`config.mk`:
```
export PLATFORM = sky130hd
export DESIGN_NAME = masked_ks_adder_pipe
export DESIGN_NICKNAME = d
export VERILOG_FILES = /design/src/rtl/masked_adder_pkg.sv /design/src/rtl/masked_black_cell.sv /design/src/rtl/masked_ks_adder_pipe.sv
export SDC_FILE = /design/constraint.sdc
export NUM_CORES = 1
export LEC_CHECK = 0
export ABC_AREA = 1
export BUFFER_PORTS_ARGS = -buffer_cell sky130_fd_sc_hd__buf_2
export CORE_MARGIN = 4
export CORE_UTILIZATION = 60
export CTS_BUF_LIST = sky130_fd_sc_hd__clkbuf_4 sky130_fd_sc_hd__clkbuf_8
export DETAILED_ROUTE_END_ITERATION = 7
export GPL_TIMING_DRIVEN = 0
export PLACE_DENSITY = 0.83
export SLEW_MARGIN = 20
export SYNTH_ARGS = -nofsm -noshare
export SYNTH_HDL_FRONTEND = slang
export SYNTH_HIERARCHICAL = 1
export SYNTH_SLANG_ARGS = --single-unit
```
`constraint.sdc`:
```
create_clock -name clk -period 1.9 [get_ports clk]
set_input_delay 0.19 -clock clk [delete_from_list [all_inputs] [get_ports clk]]
set_output_delay 0.19 -clock clk [all_outputs]
set_load 0.02 [all_outputs]
```
`src/rtl/masked_adder_pkg.sv`:
```
// Shared types and sizing helpers for the 2-share masked Kogge-Stone adder.
package masked_adder_pkg;

    typedef struct packed {
        logic p0;
        logic p1;
        logic g0;
        logic g1;
        logic hp0;
        logic hp1;
    } pg_bit_t;

    function automatic int unsigned levels_f(input int unsigned width);
        return $clog2(width);
    endfunction

    function automatic int unsigned rnd_w_f(input int unsigned width);
        return width * (1 + 3 * levels_f(width));
    endfunction

    // Offset of the 3-bit randomness slice for prefix cell (level, bit).
    function automatic int unsigned rnd_off_f(input int unsigned width,
                                              input int unsigned level,
                                              input int unsigned bit_idx);
        return width + 3 * (width * (level - 1) + bit_idx);
    endfunction

endpackage

```
`src/rtl/masked_black_cell.sv`:
```
// 2-share masked Kogge-Stone black cell: P = p & pl, G = g ^ (p & gl), outputs registered.
module masked_black_cell (
    input  logic       clk,
    input  logic       rst_n,
    input  logic       en,
    input  logic       p0,
    input  logic       p1,
    input  logic       g0,
    input  logic       g1,
    input  logic       pl0,
    input  logic       pl1,
    input  logic       gl0,
    input  logic       gl1,
    input  logic [2:0] r,
    output logic       q_p0,
    output logic       q_p1,
    output logic       q_g0,
    output logic       q_g1
);

    logic dp0, dp1, dt0, dt1;

    // DOM-indep products; cross terms are blinded by r0/r1 before the register
    always_comb begin
        dp0 = (p0 & pl0) ^ ((p0 & pl1) ^ r[0]);
        dp1 = (p1 & pl1) ^ ((p1 & pl0) ^ r[0]);
        dt0 = (p0 & gl0) ^ ((p0 & gl1) ^ r[1]);
        dt1 = (p1 & gl1) ^ ((p1 & gl0) ^ r[1]);
    end

    always_ff @(posedge clk or negedge rst_n) begin
        if (!rst_n) begin
            q_p0 <= 1'b0;
            q_p1 <= 1'b0;
            q_g0 <= 1'b0;
            q_g1 <= 1'b0;
        end else if (en) begin
            q_p0 <= dp0;
            q_p1 <= dp1;
            q_g0 <= g0 ^ dt0 ^ r[2];
            q_g1 <= g1 ^ dt1 ^ r[2];
        end
    end

endmodule

```
`src/rtl/masked_ks_adder_pipe.sv`:
```
// First-order masked Kogge-Stone adder, one register per prefix level, valid/ready with global stall.
// Optional macro MASKED_ADD_CARRY_OUT_EN adds carry-out shares co0/co1.
module masked_ks_adder_pipe
    import masked_adder_pkg::*;
#(
    parameter int unsigned WIDTH = 8
) (
    input  logic                       clk,
    input  logic                       rst_n,
    input  logic                       in_valid,
    output logic                       in_ready,
    input  logic [WIDTH-1:0]           a0,
    input  logic [WIDTH-1:0]           a1,
    input  logic [WIDTH-1:0]           b0,
    input  logic [WIDTH-1:0]           b1,
    input  logic [rnd_w_f(WIDTH)-1:0]  rnd,
    output logic                       out_valid,
    input  logic                       out_ready,
    output logic [WIDTH-1:0]           s0,
    output logic [WIDTH-1:0]           s1
`ifdef MASKED_ADD_CARRY_OUT_EN
    ,
    output logic                       co0,
    output logic                       co1
`endif
);

    localparam int unsigned LEVELS = levels_f(WIDTH);

    logic                    adv;
    logic [LEVELS:0]         vld;
    pg_bit_t [WIDTH-1:0]     st0_q;
    pg_bit_t [WIDTH-1:0]     st [LEVELS+1];
    logic [WIDTH-1:0]        fp0, fp1, fg0, fg1, fhp0, fhp1;

    assign adv      = out_ready | ~out_valid;
    assign in_ready = adv;
    assign st[0]    = st0_q;

    always_ff @(posedge clk or negedge rst_n) begin
        if (!rst_n) begin
            st0_q <= '0;
            vld   <= '0;
        end else if (adv) begin
            vld <= {vld[LEVELS-1:0], in_valid};
            for (int unsigned i = 0; i < WIDTH; i++) begin
                st0_q[i].p0  <= a0[i] ^ b0[i];
                st0_q[i].p1  <= a1[i] ^ b1[i];
                st0_q[i].hp0 <= a0[i] ^ b0[i];
                st0_q[i].hp1 <= a1[i] ^ b1[i];
                st0_q[i].g0  <= (a0[i] & b0[i]) ^ ((a0[i] & b1[i]) ^ rnd[i]);
                st0_q[i].g1  <= (a1[i] & b1[i]) ^ ((a1[i] & b0[i]) ^ rnd[i]);
            end
        end
    end

    for (genvar l = 1; l <= LEVELS; l++) begin : g_lvl
        localparam int unsigned SPAN = 1 << (l - 1);
        for (genvar i = 0; i < WIDTH; i++) begin : g_bit
            localparam int unsigned OFF = rnd_off_f(WIDTH, l, i);
            logic cp0, cp1, cg0, cg1, hp0, hp1;

            always_ff @(posedge clk or negedge rst_n) begin
                if (!rst_n) begin
                    hp0 <= 1'b0;
                    hp1 <= 1'b0;
                end else if (adv) begin
                    hp0 <= st[l-1][i].hp0;
                    hp1 <= st[l-1][i].hp1;
                end
            end

            if (i >= SPAN) begin : g_cell
                masked_black_cell u_cell (
                    .clk  (clk),
                    .rst_n(rst_n),
                    .en   (adv),
                    .p0   (st[l-1][i].p0),
                    .p1   (st[l-1][i].p1),
                    .g0   (st[l-1][i].g0),
                    .g1   (st[l-1][i].g1),
                    .pl0  (st[l-1][i-SPAN].p0),
                    .pl1  (st[l-1][i-SPAN].p1),
                    .gl0  (st[l-1][i-SPAN].g0),
                    .gl1  (st[l-1][i-SPAN].g1),
                    .r    (rnd[OFF +: 3]),
                    .q_p0 (cp0),
                    .q_p1 (cp1),
                    .q_g0 (cg0),
                    .q_g1 (cg1)
                );
            end else begin : g_pass
                logic unused_r;
                assign unused_r = ^rnd[OFF +: 3];
                always_ff @(posedge clk or negedge rst_n) begin
                    if (!rst_n) begin
                        cp0 <= 1'b0;
                        cp1 <= 1'b0;
                        cg0 <= 1'b0;
                        cg1 <= 1'b0;
                    end else if (adv) begin
                        cp0 <= st[l-1][i].p0;
                        cp1 <= st[l-1][i].p1;
                        cg0 <= st[l-1][i].g0;
                        cg1 <= st[l-1][i].g1;
                    end
                end
            end

            assign st[l][i] = '{p0: cp0, p1: cp1, g0: cg0, g1: cg1, hp0: hp0, hp1: hp1};
        end
    end

    always_comb begin
        fp0  = '0;
        fp1  = '0;
        fg0  = '0;
        fg1  = '0;
        fhp0 = '0;
        fhp1 = '0;
        for (int unsigned i = 0; i < WIDTH; i++) begin
            fp0[i]  = st[LEVELS][i].p0;
            fp1[i]  = st[LEVELS][i].p1;
            fg0[i]  = st[LEVELS][i].g0;
            fg1[i]  = st[LEVELS][i].g1;
            fhp0[i] = st[LEVELS][i].hp0;
            fhp1[i] = st[LEVELS][i].hp1;
        end
    end

    // Group propagates of the last level have no consumer; shares kept apart
    logic unused_p0, unused_p1;
    assign unused_p0 = ^fp0;
    assign unused_p1 = ^fp1;

    always_ff @(posedge clk or negedge rst_n) begin
        if (!rst_n) begin
            out_valid <= 1'b0;
            s0        <= '0;
            s1        <= '0;
`ifdef MASKED_ADD_CARRY_OUT_EN
            co0       <= 1'b0;
            co1       <= 1'b0;
`endif
        end else if (adv) begin
            out_valid <= vld[LEVELS];
            s0        <= fhp0 ^ {fg0[WIDTH-2:0], 1'b0};
            s1        <= fhp1 ^ {fg1[WIDTH-2:0], 1'b0};
`ifdef MASKED_ADD_CARRY_OUT_EN
            co0       <= fg0[WIDTH-1];
            co1       <= fg1[WIDTH-1];
`endif
        end
    end

`ifndef MASKED_ADD_CARRY_OUT_EN
    logic unused_co0, unused_co1;
    assign unused_co0 = fg0[WIDTH-1];
    assign unused_co1 = fg1[WIDTH-1];
`endif

endmodule

```
==> results of run 1 <==
==> final cells by class <==
class | instances | area (sq um) | share of cell area (%)
Buffer | 25 | 276.5 | 2.736
Clock buffer | 20 | 262.8 | 2.600
Clock inverter | 11 | 110.1 | 1.090
Inverter | 211 | 792.0 | 7.837
Multi-Input combinational cell | 895 | 3910 | 38.69
Sequential cell | 157 | 3929 | 38.88
Tap cell | 184 | 230.2 | 2.278
Timing Repair Buffer | 101 | 595.6 | 5.893
==> routing by layer <==
| metal | global-route usage, % | vias to the layer above |
|---|---|---|
| met5 | 0 | - |
| met4 | 11.67 | 0 |
| met3 | 4.789 | 52 |
| met2 | 42.13 | 203 |
| met1 | 31.62 | 3598 |
| li1 | - | 4104 |
==> power groups by stage <==
stage	Combinational [uW]	Sequential, uW	Clock [uW]
after CTS	6090	6260	2410
after detailed placement	5940	6320	0
after global placement	5700	6260	0
final	6130	6290	2390
after floorplan	4320	6140	0
after global routing	7050	6490	2560
==> metrics by stage <==
step,total power (uW),setup TNS (ns)
floorplan,10460,0
global placement,11960,-258.46
detailed placement,12260,0
CTS,14770,0
global route,16100,0
finish,14800,0
==> flip-flops by register name, summed over array words and instances, names as in the netlist, 8 cells and up <==
signal and flops:
g_lvl.g_bit.g_cell.u_cell/q_p1 8, g_lvl.g_bit.g_cell.u_cell/q_g1 14, g_lvl.g_bit.g_cell.u_cell/q_p0 8, st 30, s0 8, s1 8, g_lvl.g_bit.hp0 22, g_lvl.g_bit.g_cell.u_cell/q_g0 14
g_lvl.g_bit.hp1 22
==> worst max-delay path: cells and delay by family (launching register included) <==
kind | cells | cell delay [ns]
and+or+nand+nor | 1 | 0.05
DFF | 1 | 0.39
buffers and inverters | 5 | 0.69
==> how the worst max path moves through the flow <==
stage | start | to | slack, ns | depth (start not counted)
floorplan | out_valid | g_lvl[1].g_bit[4].g_cell.u_cell/q_p0 | 0.40 | 8
global placement | rst_n | st[158] | -1.66 | 1
detailed placement | out_valid | g_lvl[2].g_bit[6].g_cell.u_cell/q_g0 | 0.23 | 8
CTS | out_valid | in_ready | 0.004 | 6
global route | out_valid | in_ready | 0.007 | 6
finish | out_valid | in_ready | 0.09 | 6
==> what timing repair did <==
| action | in CTS | in global routing |
|---|---|---|
| setup buffers | 0 | 0 |
| gates resized for setup | 3 | 1 |
| hold endpoints to repair | 65 | 0 |
| setup endpoints to repair | 1 | 1 |
| gates cloned | 1 | 1 |
| hold buffers | 2 | 0 |
==> flow_summary.ini, run 1 <==
[clock_tree]
clkTransAtPathRegs_ns = 0.09
cts_tree = built
cts.sinks = 157
clock_latency_ns = 0.46
htree_levels = 4
root_buffer = clkbuf_8
numCtsBuffers = 17
clockBufferDepth = 2

[timing]
finalHoldWorstSlack_ns = 0.02464
setup_violations = 0
fin_crit_sh_pct = 95.29
skew_ns = 0.009619
hold_viol = 0
slew_viol_final = 0
fmax_mhz = 552.4
period_needed_ns = 1.810
max_slew_margin_pct = 66.73
setup_slack_ns = 0.08958
worst_slew_pin_slew_ns = 0.4991
rsz0062_at_grt = no

[global_route]
antenna_found_initial = 0
grt_pass1_vias = 7630
grt_max_degree = 94
grt_overflow = 0
gr-usage-all-layers_pct = 25.11
grt_pass1_wl_um = 33650

[final_layout]
finalInstanceArea_sq_um = 10110
finalNonFillerCells = 1604
finalNetCount = 1538
syn2layout_area_growth_pct = 13.71
fin_util_pct = 69.53
n_fill_cell = 1287
layout_common_cells = nand2_1, inv_1, dfrtp_1, nand3_1, buf_2
final_common_cell = nand2_1
drive_gt1_share_pct = 11.76
n_antenna_cell = 0

[pwr]
vdd_drop_max_uv = 616.0
switching_share_pct = 43.23
p_per_area_nw_per_um2 = 1465
power.clock.fraction_pct = 16.1
p_sw_uw = 6399
power_frac_seq_pct = 42.5
intPower_uw = 8403
power_leakage_uw = 0.006104
comb_power_share_pct = 41.4

[status]
status = complete, no violations

[drt]
wl_met2_um = 9545
ant_nets = 0
finalWirelength_um = 20040
route.met3.wl_um = 1035
vias_per_cell = 4.961
post_drt_wl_per_cell_um = 12.50
wl_met1_um = 8687
first_iter_violations = 507
vias = 7957
drc = 0
routed.top_layer = met4
drt_first_pass_iters = 6

[critical_path]
worst_r2r_path_depth = 7
cpMaxStageDelayCell = dfrtp_1
critPathKind = register to output pin
end_kind = output pin
rrSetupSlack_ns = 0.49
crit_arrival_ns = 1.62
crit_required_ns = 1.71
r2r_start = out_valid
crit_fanout = 17
cp-start-kind = register
max_stage_delay_ns = 0.39
crit_chain = inv_1 -> nor2_4 -> inv_2 -> buf_8 -> buf_16 -> buf_2
r2r-end = g_lvl[1].g_bit[3].g_cell.u_cell/q_g1

[min_path]
whs_endpoint = st[186]
min_path_type = input port to register
hold_depth = 3
hold_start = a1[7]

[floorplan]
placementRows = 44
die-area_sq_um = 16820
boundaryPins = 134
start_util_pct = 61.15
die_h_um = 129.7
core_sq_um = 14530
die-width_um = 129.7

[placement]
gp_congestion = 0.7969
io_buffers = 96
dp_slack_ns = 0.2307
place_hpwl_um = 14470
dpl_cell_area_sq_um = 9635
dp.cells = 1569

[synthesis]
ys_warn_count = 6
synthCells = 1288
syn_area_sq_um = 8887
syn_nets = 1418
syn_area_per_cell_sq_um = 6.900

[run]
cap_violations = 0
(Power assumes the default switching activity.)
==> run 2, diff against run 1 <==
MAX_ROUTING_LAYER = met4   (was not set)
==> run 2 against run 1 <==
Clock power hardly changed. Clock skew up 0.00053 ns. Die area stayed put. First-iteration DRC count down 0.39%. Hold slack lost 0.0031 ns. Sequential share of layout area stayed put. Routed wire length down 0.14%. Setup slack worse by 0.0018 ns. Global-route usage rose by 0.78 points.
==> flow_summary.ini, run 2 (synthesized netlist as in run 1, its figures left out) <==
[final_layout]
n_fill_cell = 1287
syn2layout_area_growth_pct = 13.71
final_common_cell = nand2_1
n_antenna_cell = 0
drive_gt1_share_pct = 11.76
finalNetCount = 1538
largest_reg_flops = 30
layout_common_cells = nand2_1, inv_1, dfrtp_1, nand3_1, buf_2

[critical_path]
rrSetupSlack_ns = 0.50
r2r_start = out_valid
critPathKind = register to output pin
crit_arrival_ns = 1.62
max_stage_delay_ns = 0.39
cp-start-kind = register
crit_buf_inv = 5
crit_chain = inv_1 -> nor2_4 -> inv_2 -> buf_8 -> buf_16 -> buf_2
worst_r2r_path_depth = 7
cpMaxStageDelayCell = dfrtp_1
r2r-end = g_lvl[1].g_bit[3].g_cell.u_cell/q_g1
crit_fanout = 17
critical-path-top-delay-family = buffers and inverters
end_kind = output pin
crit_required_ns = 1.71

[pwr]
power_frac_seq_pct = 42.5
power.clock.fraction_pct = 16.1
p_sw_uw = 6406
power_leakage_uw = 0.006104
comb_power_share_pct = 41.4
p_per_area_nw_per_um2 = 1465
intPower_uw = 8403
switching_share_pct = 43.26
power.total_uw = 14810
vdd_drop_max_uv = 620.1

[drt]
finalWirelength_um = 20010
first_iter_violations = 505
drc = 0
vias_per_cell = 4.967
vias = 7967
post_drt_wl_per_cell_um = 12.48
drt_first_pass_iters = 6
ant_nets = 0

[run]
cap_violations = 0

[timing]
max_slew_margin_pct = 66.96
setup_slack_ns = 0.08773
fmax_mhz = 551.8
hold_viol = 0
setup_violations = 0
period_needed_ns = 1.812
slew_viol_final = 0
rsz0062_at_grt = no
skew_ns = 0.01015
fin_crit_sh_pct = 95.38
worst_slew_pin_slew_ns = 0.4956

[min_path]
whs_endpoint = st[186]
hold_depth = 3
min_path_type = input port to register
hold_start = a1[7]

[clock_tree]
clkTransAtPathRegs_ns = 0.09
post_cts_buffers = 0
cts.sinks = 157
clock_latency_ns = 0.46
root_buffer = clkbuf_8
cts_tree = built
clockBufferDepth = 2
htree_levels = 4
numCtsBuffers = 17

[global_route]
antenna_found_initial = 0
gr-usage-all-layers_pct = 25.89
grt_pass1_vias = 7625
grt_max_degree = 94
grt_pass1_wl_um = 33670
grt_overflow = 0

[floorplan]
core_sq_um = 14530
die-area_sq_um = 16820
die-width_um = 129.7
start_util_pct = 61.15
placementRows = 44
boundaryPins = 134
die_h_um = 129.7

[placement]
place_hpwl_um = 14470
gp_congestion = 0.8083
dp_slack_ns = 0.2307
io_buffers = 96

[status]
status = complete, no violations
run 2: cell counts in the layout (fill, tap and decap cells not counted):
No cell type changed its count.
run 2: power by group through the flow:
| stage | Combinational, uW | Clock, uW | Sequential, uW |
|---|---|---|---|
| after floorplan | 4320 | 0 | 6140 |
| after global placement | 5700 | 0 | 6260 |
| after detailed placement | 5940 | 0 | 6320 |
| after CTS | 6090 | 2410 | 6260 |
| after global routing | 7060 | 2560 | 6490 |
| final | 6130 | 2390 | 6290 |
run 2: worst register-to-register path, cell delays in order (launching register included):
cell       delay, ns
dfrtp_1         0.39
inv_1           0.09
nor2_4          0.05
inv_2           0.07
buf_8           0.18
bufbuf_16       0.38
nand3_1         0.12
nand2_1         0.06
run 2: routing by layer:
metal	GRT usage, %	part of all wire, %	up-vias
li1	-	-	4104
met1	31.73	43	3614
met2	42.10	48	190
met3	4.707	5.3	59
met4	11.67	3.8	0
met5	-	0	-
run 2: area by class of cell:
type,count,area [sq um],share of cell area [%]
tap,184,230.2,2.278
clock inverter,11,110.1,1.090
inverter,211,792.0,7.837
timing repair buffer,101,595.6,5.893
multi-input combinational,895,3910,38.69
buffer,25,276.5,2.736
clock buffer,20,262.8,2.600
sequential,157,3929,38.88
run 2: worst max-delay path by stage:
stage          slack (ns)  startpoint                                   end  cells after the start
6_report             0.09   out_valid                              in_ready                      6
5_1_grt             0.008   out_valid                              in_ready                      6
4_1_cts             0.004   out_valid                              in_ready                      6
3_5_place_dp         0.23   out_valid  g_lvl[2].g_bit[6].g_cell.u_cell/q_g0                      8
3_3_place_gp        -1.66       rst_n                               st[158]                      1
2_1_floorplan        0.40   out_valid  g_lvl[1].g_bit[4].g_cell.u_cell/q_p0                      8
run 2: metrics by stage:
step / hold slack [ns] / instance area (sq um) / setup TNS [ns] / cells / utilization (%)
floorplan: -0.1056 / 8887 / 0 / 1288 / -
detailed placement: 0.1657 / 9635 / 0 / 1569 / 66.30
global route: 0.03641 / 10110 / 0 / 1604 / 69.53
finish: 0.02152 / 10110 / 0 / 1604 / 69.53
global placement: 0.4002 / 9598 / -258.46 / 1568 / 66.04
CTS: 0.01125 / 10080 / 0 / 1603 / 69.34
run 2: timing repair:
action | in CTS | in global routing
resized for setup | 3 | 1
hold buffers | 2 | 0
setup endpoints to repair | 1 | 1
hold endpoints to repair | 65 | 0
gates cloned | 1 | 1
